[src/rtl/div_pkg.sv]
// Shared types and helpers for the sequential restoring divider.
package div_pkg;

  typedef enum logic [1:0] {
    IDLE,
    RUN,
    DONE
  } div_state_t;

  // Iteration counter width; one bit minimum so a 1-wide counter still exists.
  function automatic int unsigned cnt_width(input int unsigned n);
    return (n > 1) ? $clog2(n) : 1;
  endfunction

endpackage

[src/rtl/div_step.sv]
// One restoring-division iteration: shift in the next dividend bit, trial-subtract the divisor,
// keep the difference only when it is non-negative.
module div_step #(
  parameter int unsigned DATA_WIDTH = 4
) (
  input  logic [DATA_WIDTH:0]   rem,
  input  logic                  in_bit,
  input  logic [DATA_WIDTH-1:0] divisor,
  output logic [DATA_WIDTH:0]   rem_next,
  output logic                  q_bit
);

  localparam int unsigned N = DATA_WIDTH;

  logic [N:0] t;
  logic [N:0] d_ext;

  // rem < divisor holds between iterations, so its MSB is always 0 and only N bits shift up.
  logic unused_rem_msb;
  assign unused_rem_msb = rem[N];

  // Trial subtraction at N+1 bits so the shifted value never overflows.
  always_comb begin
    t        = {rem[N-1:0], in_bit};
    d_ext    = {1'b0, divisor};
    q_bit    = (t >= d_ext);
    rem_next = q_bit ? (t - d_ext) : t;
  end

endmodule

[src/rtl/seq_restoring_divider.sv]
// Unsigned 2N/N restoring divider, one quotient bit per clock, start/busy/done handshake.
// Divide-by-zero and quotient overflow are detected at acceptance and finish in one cycle.
module seq_restoring_divider
  import div_pkg::*;
#(
  parameter int unsigned DATA_WIDTH = 4
) (
  input  logic                    clk,
  input  logic                    rst,
  input  logic                    start,
  input  logic [2*DATA_WIDTH-1:0] dividend_in,
  input  logic [DATA_WIDTH-1:0]   divisor_in,
  output logic                    busy,
  output logic                    done,
  output logic [DATA_WIDTH-1:0]   quotient,
  output logic [DATA_WIDTH-1:0]   remainder,
  output logic                    div_by_zero,
  output logic                    overflow
);

  localparam int unsigned N  = DATA_WIDTH;
  localparam int unsigned CW = cnt_width(N);

  div_state_t    state_q, state_d;
  logic [N:0]    rem_q;
  logic [N-1:0]  q_q;
  logic [N-1:0]  div_q;
  logic [CW-1:0] cnt_q;
  logic          dbz_q;
  logic          ovf_q;

  logic          dbz_chk;
  logic          ovf_chk;
  logic          err_chk;
  logic          last_iter;
  logic [N:0]    rem_next;
  logic          q_bit;

  // Error checks look at the raw inputs because they are judged on the accepting edge.
  always_comb begin
    dbz_chk   = (divisor_in == '0);
    ovf_chk   = (dividend_in[2*N-1:N] >= divisor_in);
    err_chk   = dbz_chk | ovf_chk;
    last_iter = (cnt_q == '0);
  end

  div_step #(
    .DATA_WIDTH(N)
  ) u_step (
    .rem     (rem_q),
    .in_bit  (q_q[N-1]),
    .divisor (div_q),
    .rem_next(rem_next),
    .q_bit   (q_bit)
  );

  // State register.
  always_ff @(posedge clk) begin
    if (rst) begin
      state_q <= IDLE;
    end else begin
      state_q <= state_d;
    end
  end

  // Next-state logic; start is only honoured in IDLE.
  always_comb begin
    state_d = state_q;
    case (state_q)
      IDLE:    if (start) state_d = err_chk ? DONE : RUN;
      RUN:     if (last_iter) state_d = DONE;
      DONE:    state_d = IDLE;
      default: state_d = IDLE;
    endcase
  end

  // Handshake outputs decoded from the state.
  always_comb begin
    busy = (state_q == RUN);
    done = (state_q == DONE);
  end

  // Operand/result datapath. q_q doubles as the quotient and rem_q as the remainder, so results
  // hold after DONE until the next acceptance overwrites them.
  always_ff @(posedge clk) begin
    if (rst) begin
      rem_q <= '0;
      q_q   <= '0;
      div_q <= '0;
      cnt_q <= '0;
      dbz_q <= 1'b0;
      ovf_q <= 1'b0;
    end else begin
      case (state_q)
        IDLE: begin
          if (start) begin
            div_q <= divisor_in;
            cnt_q <= CW'(N - 1);
            dbz_q <= dbz_chk;
            ovf_q <= ~dbz_chk & ovf_chk;
            if (err_chk) begin
              rem_q <= '0;
              q_q   <= '0;
            end else begin
              rem_q <= {1'b0, dividend_in[2*N-1:N]};
              q_q   <= dividend_in[N-1:0];
            end
          end
        end
        RUN: begin
          rem_q <= rem_next;
          q_q   <= {q_q[N-2:0], q_bit};
          cnt_q <= cnt_q - 1'b1;
        end
        default: ;
      endcase
    end
  end

  assign quotient    = q_q;
  assign remainder   = rem_q[N-1:0];
  assign div_by_zero = dbz_q;
  assign overflow    = ovf_q;

endmodule
[config.mk]
export PLATFORM = sky130hd
export DESIGN_NAME = seq_restoring_divider
export DESIGN_NICKNAME = d
export VERILOG_FILES = /design/src/rtl/div_pkg.sv /design/src/rtl/div_step.sv /design/src/rtl/seq_restoring_divider.sv
export SDC_FILE = /design/constraint.sdc
export NUM_CORES = 1
export LEC_CHECK = 0
export CORE_ASPECT_RATIO = 0.5
export CORE_UTILIZATION = 40
export DETAILED_ROUTE_END_ITERATION = 12
export PLACE_DENSITY_LB_ADDON = 0.08
export RECOVER_POWER = 50
export REMOVE_ABC_BUFFERS = 1
export SLEW_MARGIN = 10
export SYNTH_ARGS = -nofsm -noshare
export SYNTH_HDL_FRONTEND = slang
export SYNTH_HIERARCHICAL = 1
export SYNTH_SLANG_ARGS = --single-unit
[constraint.sdc]
create_clock -name clk -period 5 [get_ports clk]
set_input_delay 0.5 -clock clk [delete_from_list [all_inputs] [get_ports clk]]
set_output_delay 0.5 -clock clk [all_outputs]
set_load 0.02 [all_outputs]
Word-level counts from Yosys, hierarchy flattened:

Index checks and enable logic that the tools add are counted.

* add/subtract/negate cells: 2
* equal/unequal tests: 4
* bitwise logic cells: 3
* order comparisons: 2
* reduce and logical (&&, ||, !) cells: 7
* multiplexer cells: 13

Operators with widths (number)
* 2-to-1 mux 4 bit: 5
* one-hot mux 4 bit (2 select lines): 2
* 2-to-1 mux 2 bit: 4
* one-hot mux 2 bit (2 select lines): 2
* AND reduction 2 bit: 3
* greater-or-equal comparator 5 x 4 -> 1 bit: 1
* greater-or-equal comparator 4 bit: 1
* logical NOT 2 bit: 2
* logical NOT 4 bit: 1
* subtractor 4 bit: 1
* equality test 2 x 1 -> 1 bit (second input constant): 1
* equality test 2 bit (second input constant): 1
* != test 2 x 1 -> 1 bit (second input constant): 1
* != test 2 bit (second input constant): 1
* nonzero test 2 bit: 1
* subtractor 2 x 1 -> 2 bit (second input constant): 1
* AND 1 bit: 1
* NOT 1 bit: 1
* bitwise OR 1 bit: 1

* bits of input ports: 15
* flip-flop bits (word level): 18
* word-level logic and storage cells: 38

Logic depth before layout (Yosys ltp):

* depth after elaboration: 5
* depth in mapped cells: 8
* gate-level depth less buffers: 8

By module:

The synthesis kept the hierarchy.

By module, submodules not included
* seq_restoring_divider: cells each 107, seq. area each 380.4 um^2, instances 1, area an instance 954.7 um^2
* div_step: cells each 33, seq. area each 0.0 um^2, instances 1, area an instance 240.2 um^2

Least setup slack after synthesis:

No wires, ideal clock.

* path type: reg-to-reg
* start: register q_q[3] (netlist: quotient[3])
* end: register rem_q[4] (netlist name)
* period minus slack after synthesis: 1.942 ns
* path slack: 3.058 ns
* arrival: 1.815 ns
* data required time: 4.872 ns
* library setup time: 0.128 ns
* stages on the path, launching flop included: 10
* path through: dfxtp_1 inv_1 ha_1 fa_1 nand2b_1 a21oi_1 xor2_1 nor2_1 a22oi_1 nor2_1

RTL lines
* start, declared: line seq_restoring_divider.sv:26 `logic [N-1:0] q_q;`
* start signal, assigned: line seq_restoring_divider.sv:106 `q_q <= dividend_in[N-1:0];`
* start signal, assigned: line seq_restoring_divider.sv:112 `q_q <= {q_q[N-2:0], q_bit};`

Worst setup path after layout:

* start: input port dividend_in[4]
* end: register state_q[0]

* longest elaborated chain between the ends: 5

Ends and longest elaborated chain
* start, declared: line seq_restoring_divider.sv:11 `input logic [2*DATA_WIDTH-1:0] dividend_in,`
* greater-or-equal comparator 4 bit: line seq_restoring_divider.sv:42 `ovf_chk = (dividend_in[2*N-1:N] >= divisor_in);`
* bitwise OR 1 bit: line seq_restoring_divider.sv:43 `err_chk = dbz_chk | ovf_chk;`
* 2-to-1 mux 2 bit (2 in series): line seq_restoring_divider.sv:70 `IDLE: if (start) state_d = err_chk ? DONE : RUN;`
* one-hot mux 2 bit (2 select lines): line seq_restoring_divider.sv:69 `case (state_q)`
* end signal, assigned: line seq_restoring_divider.sv:62 `state_q <= state_d;`
* end, declared: line seq_restoring_divider.sv:24 `div_state_t state_q, state_d;`

No other way between the ends. The select of a mux whose other input is x is not followed.
A chain may end at the register's enable or synchronous reset.

==> results.sh <==
export IMPL_run_status="finished clean"
export IMPL_fmaxAchievable_mhz=472
export IMPL_grt_pass1_vias=825
export IMPL_reg2reg_to="rem_q[2]"
export IMPL_grt_overflow_total=0
export IMPL_synthCells=131
export IMPL_crit_family="compound AO/OA/AOI/OAI gates"
export IMPL_hold_viol=0
export IMPL_numCtsBuffers=3
export IMPL_fp_row_count=13
export IMPL_final_min_period_over_clock_period_pct=42.3
export IMPL_timing_hold_worst_endpoint="div_by_zero"
export IMPL_root_buffer="sky130_fd_sc_hd__clkbuf_8"
export IMPL_slew_headroom_pct=50.7
export IMPL_post_cts_hold_buffer_count=0
export IMPL_final_core_util_pct=54.7
export IMPL_routed_wl_um=2410
export IMPL_required_ns=5.17
export IMPL_ctsLongestPathBuffers=2
export IMPL_worst_hold_startpoint="div_by_zero"
export IMPL_yosysWarningCount=6
export IMPL_worstHoldPathCells=2
export IMPL_max_cap_violations=0
export IMPL_finalWeightedCongestion=0.762
export IMPL_timing_critical_path_from_type="primary input"
export IMPL_finish_net_count=180
export IMPL_regArea_um2=360
export IMPL_insertedDiodeCount=0
export IMPL_grt_max_degree=21
export IMPL_syn_to_final_growth_pct=27.3
export IMPL_tightestPinTransition_ns=0.736
export IMPL_grt_pass1_wl_um=3920
export IMPL_worstSetupEndpointType="flip-flop"
export IMPL_post_drt_wl_per_cell_um=12.7
export IMPL_place_port_buffers=26
export IMPL_rr_worst_depth=8
export IMPL_postCtsSetupBuffers=0
export IMPL_timing_final_crit_period_ns=2.12
export IMPL_htree_levels=1
export IMPL_r2r_slack_ns=3.09
export IMPL_finalNonFillerCells=190
export IMPL_route_vias_total=992
export IMPL_min_delay_path_class="flip-flop to flip-flop"
export IMPL_power_density_nw_per_um2=325
export IMPL_core_um2=2640
export IMPL_clk_insertion_delay_late_ns=0.25
export IMPL_grt_antenna_before_repair=0
export IMPL_regToRegStartpoint="quotient[3]"
export IMPL_most_common_library_cell_in_the_layout_ignoring_fill_and_taps="sky130_fd_sc_hd__dfxtp_1"
export IMPL_drt_pass1_iter_count=4
export IMPL_layout_drive_gt1_share_pct=8.50
export IMPL_cp_slowest_stage_delay_ns=0.48
export IMPL_chipHeight_um=39.6
export IMPL_setup_viol=0
export IMPL_post_synth_instance_area_um2=1130
export IMPL_cts_sink_count=18
export IMPL_tritoncts="built"
export IMPL_critPathArrivalTime_ns=2.28
export IMPL_clk_pin_slew_worst_paths_ns=0.07
export IMPL_detail_route_antenna_nets=0
export IMPL_floorplan_initialDensity_pct=43.0
export IMPL_grt_total_usage_pct=17.4
export IMPL_cts_repair_resized=0
export IMPL_drt_first_iter_violations=52
export IMPL_rsz_0062_raised_after_global_routing="false"
export IMPL_synthesis_area_per_instance_um2=8.64
export IMPL_vias_per_cell=5.22
export IMPL_path_cells="clkdlybuf4s50_1 > inv_1 > ha_1 > nand2b_4 > a2111oi_4 > o21ai_2 > o32ai_2"
export IMPL_num_io_pins=27
export IMPL_fp_dieW_um=77.2
export IMPL_place_hpwl_um=1930
export IMPL_multiInputGateArea_um2=677
export IMPL_fillCellCount=279
export IMPL_path_depth=7
export IMPL_die_area_um2=3060
export IMPL_path_buf_inv=2
export IMPL_slew_viol_final=0
export IMPL_drc_errors=0
export IMPL_final_cell_mix="sky130_fd_sc_hd__dfxtp_1 (18), sky130_fd_sc_hd__clkdlybuf4s50_1 (16), sky130_fd_sc_hd__inv_1 (13), sky130_fd_sc_hd__nand2_1 (13)"
export IMPL_leakagePower_nw=0.561
export IMPL_timing_worst_setup_path_type="primary input to flip-flop"
export IMPL_finClkSkew_ns=0.00186
export IMPL_top_fanout_value_on_the_critical_path=3
export IMPL_worst_vdd_ir_uv=199
export IMPL_cpMaxStageDelayCell="sky130_fd_sc_hd__clkdlybuf4s50_1"
export IMPL_dpl_cell_count=187
export IMPL_fin_tns_setup_ns=0
export IMPL_p_total_uw=468
sequential cells by signal (all words and copies together), names as in the netlist:
register / cells
div_q: 4
quotient: 4
rem_q: 4
cnt_q: 2
state_q: 2
div_by_zero: 1
overflow: 1
metal layers:
metal	track usage [%]	wire length, um	vias up
met5	0	0	-
met4	2.83	8	0
met3	4.88	101	2
met2	26.5	982	15
met1	24.5	1320	464
li1	-	-	511
layout make-up:
class                      instances  share of cell area [%]
timing repair buffer              27                    18.6
multi-input combinational         92                    47.0
inverter                          13                    3.39
sequential                        18                    25.0
tap                               37                    3.21
clock buffer                       3                    2.86
worst max-delay path by stage:
stage	slack, ns	start	to
2_1_floorplan	3.12	quotient[3]	rem_q[2]
3_3_place_gp	2.63	dividend_in[4]	state_q[0]
3_5_place_dp	2.60	dividend_in[4]	state_q[0]
4_1_cts	2.87	dividend_in[4]	state_q[0]
5_1_grt	2.78	dividend_in[4]	quotient[1]
6_report	2.88	dividend_in[4]	state_q[0]
stage by stage:
step | hold slack [ns] | cell area (um^2) | setup WS, ns
detailed placement | 0.449 | 1400 | 2.60
finish | 0.452 | 1440 | 2.88
global placement | 0.444 | 1400 | 2.63
floorplan | 0.430 | 1090 | 3.12
CTS | 0.458 | 1440 | 2.87
global route | 0.472 | 1440 | 2.78
power breakdown:
group	internal (mW)	total (mW)	switching [mW]	leakage, nW
logic	0.0889	0.193	0.104	0.392
registers	0.161	0.176	0.0155	0.148
clock network	0.0534	0.0990	0.0456	0.0216
total	0.303	0.468	0.165	0.561
tightest hold or removal path: stages, from the launching register on:
cell,delay [ns]
sky130_fd_sc_hd__dfxtp_1,0.31
sky130_fd_sc_hd__nand2_1,0.05
sky130_fd_sc_hd__a21oi_1,0.05
No activity file was read; power rests on OpenSTA's default activity.
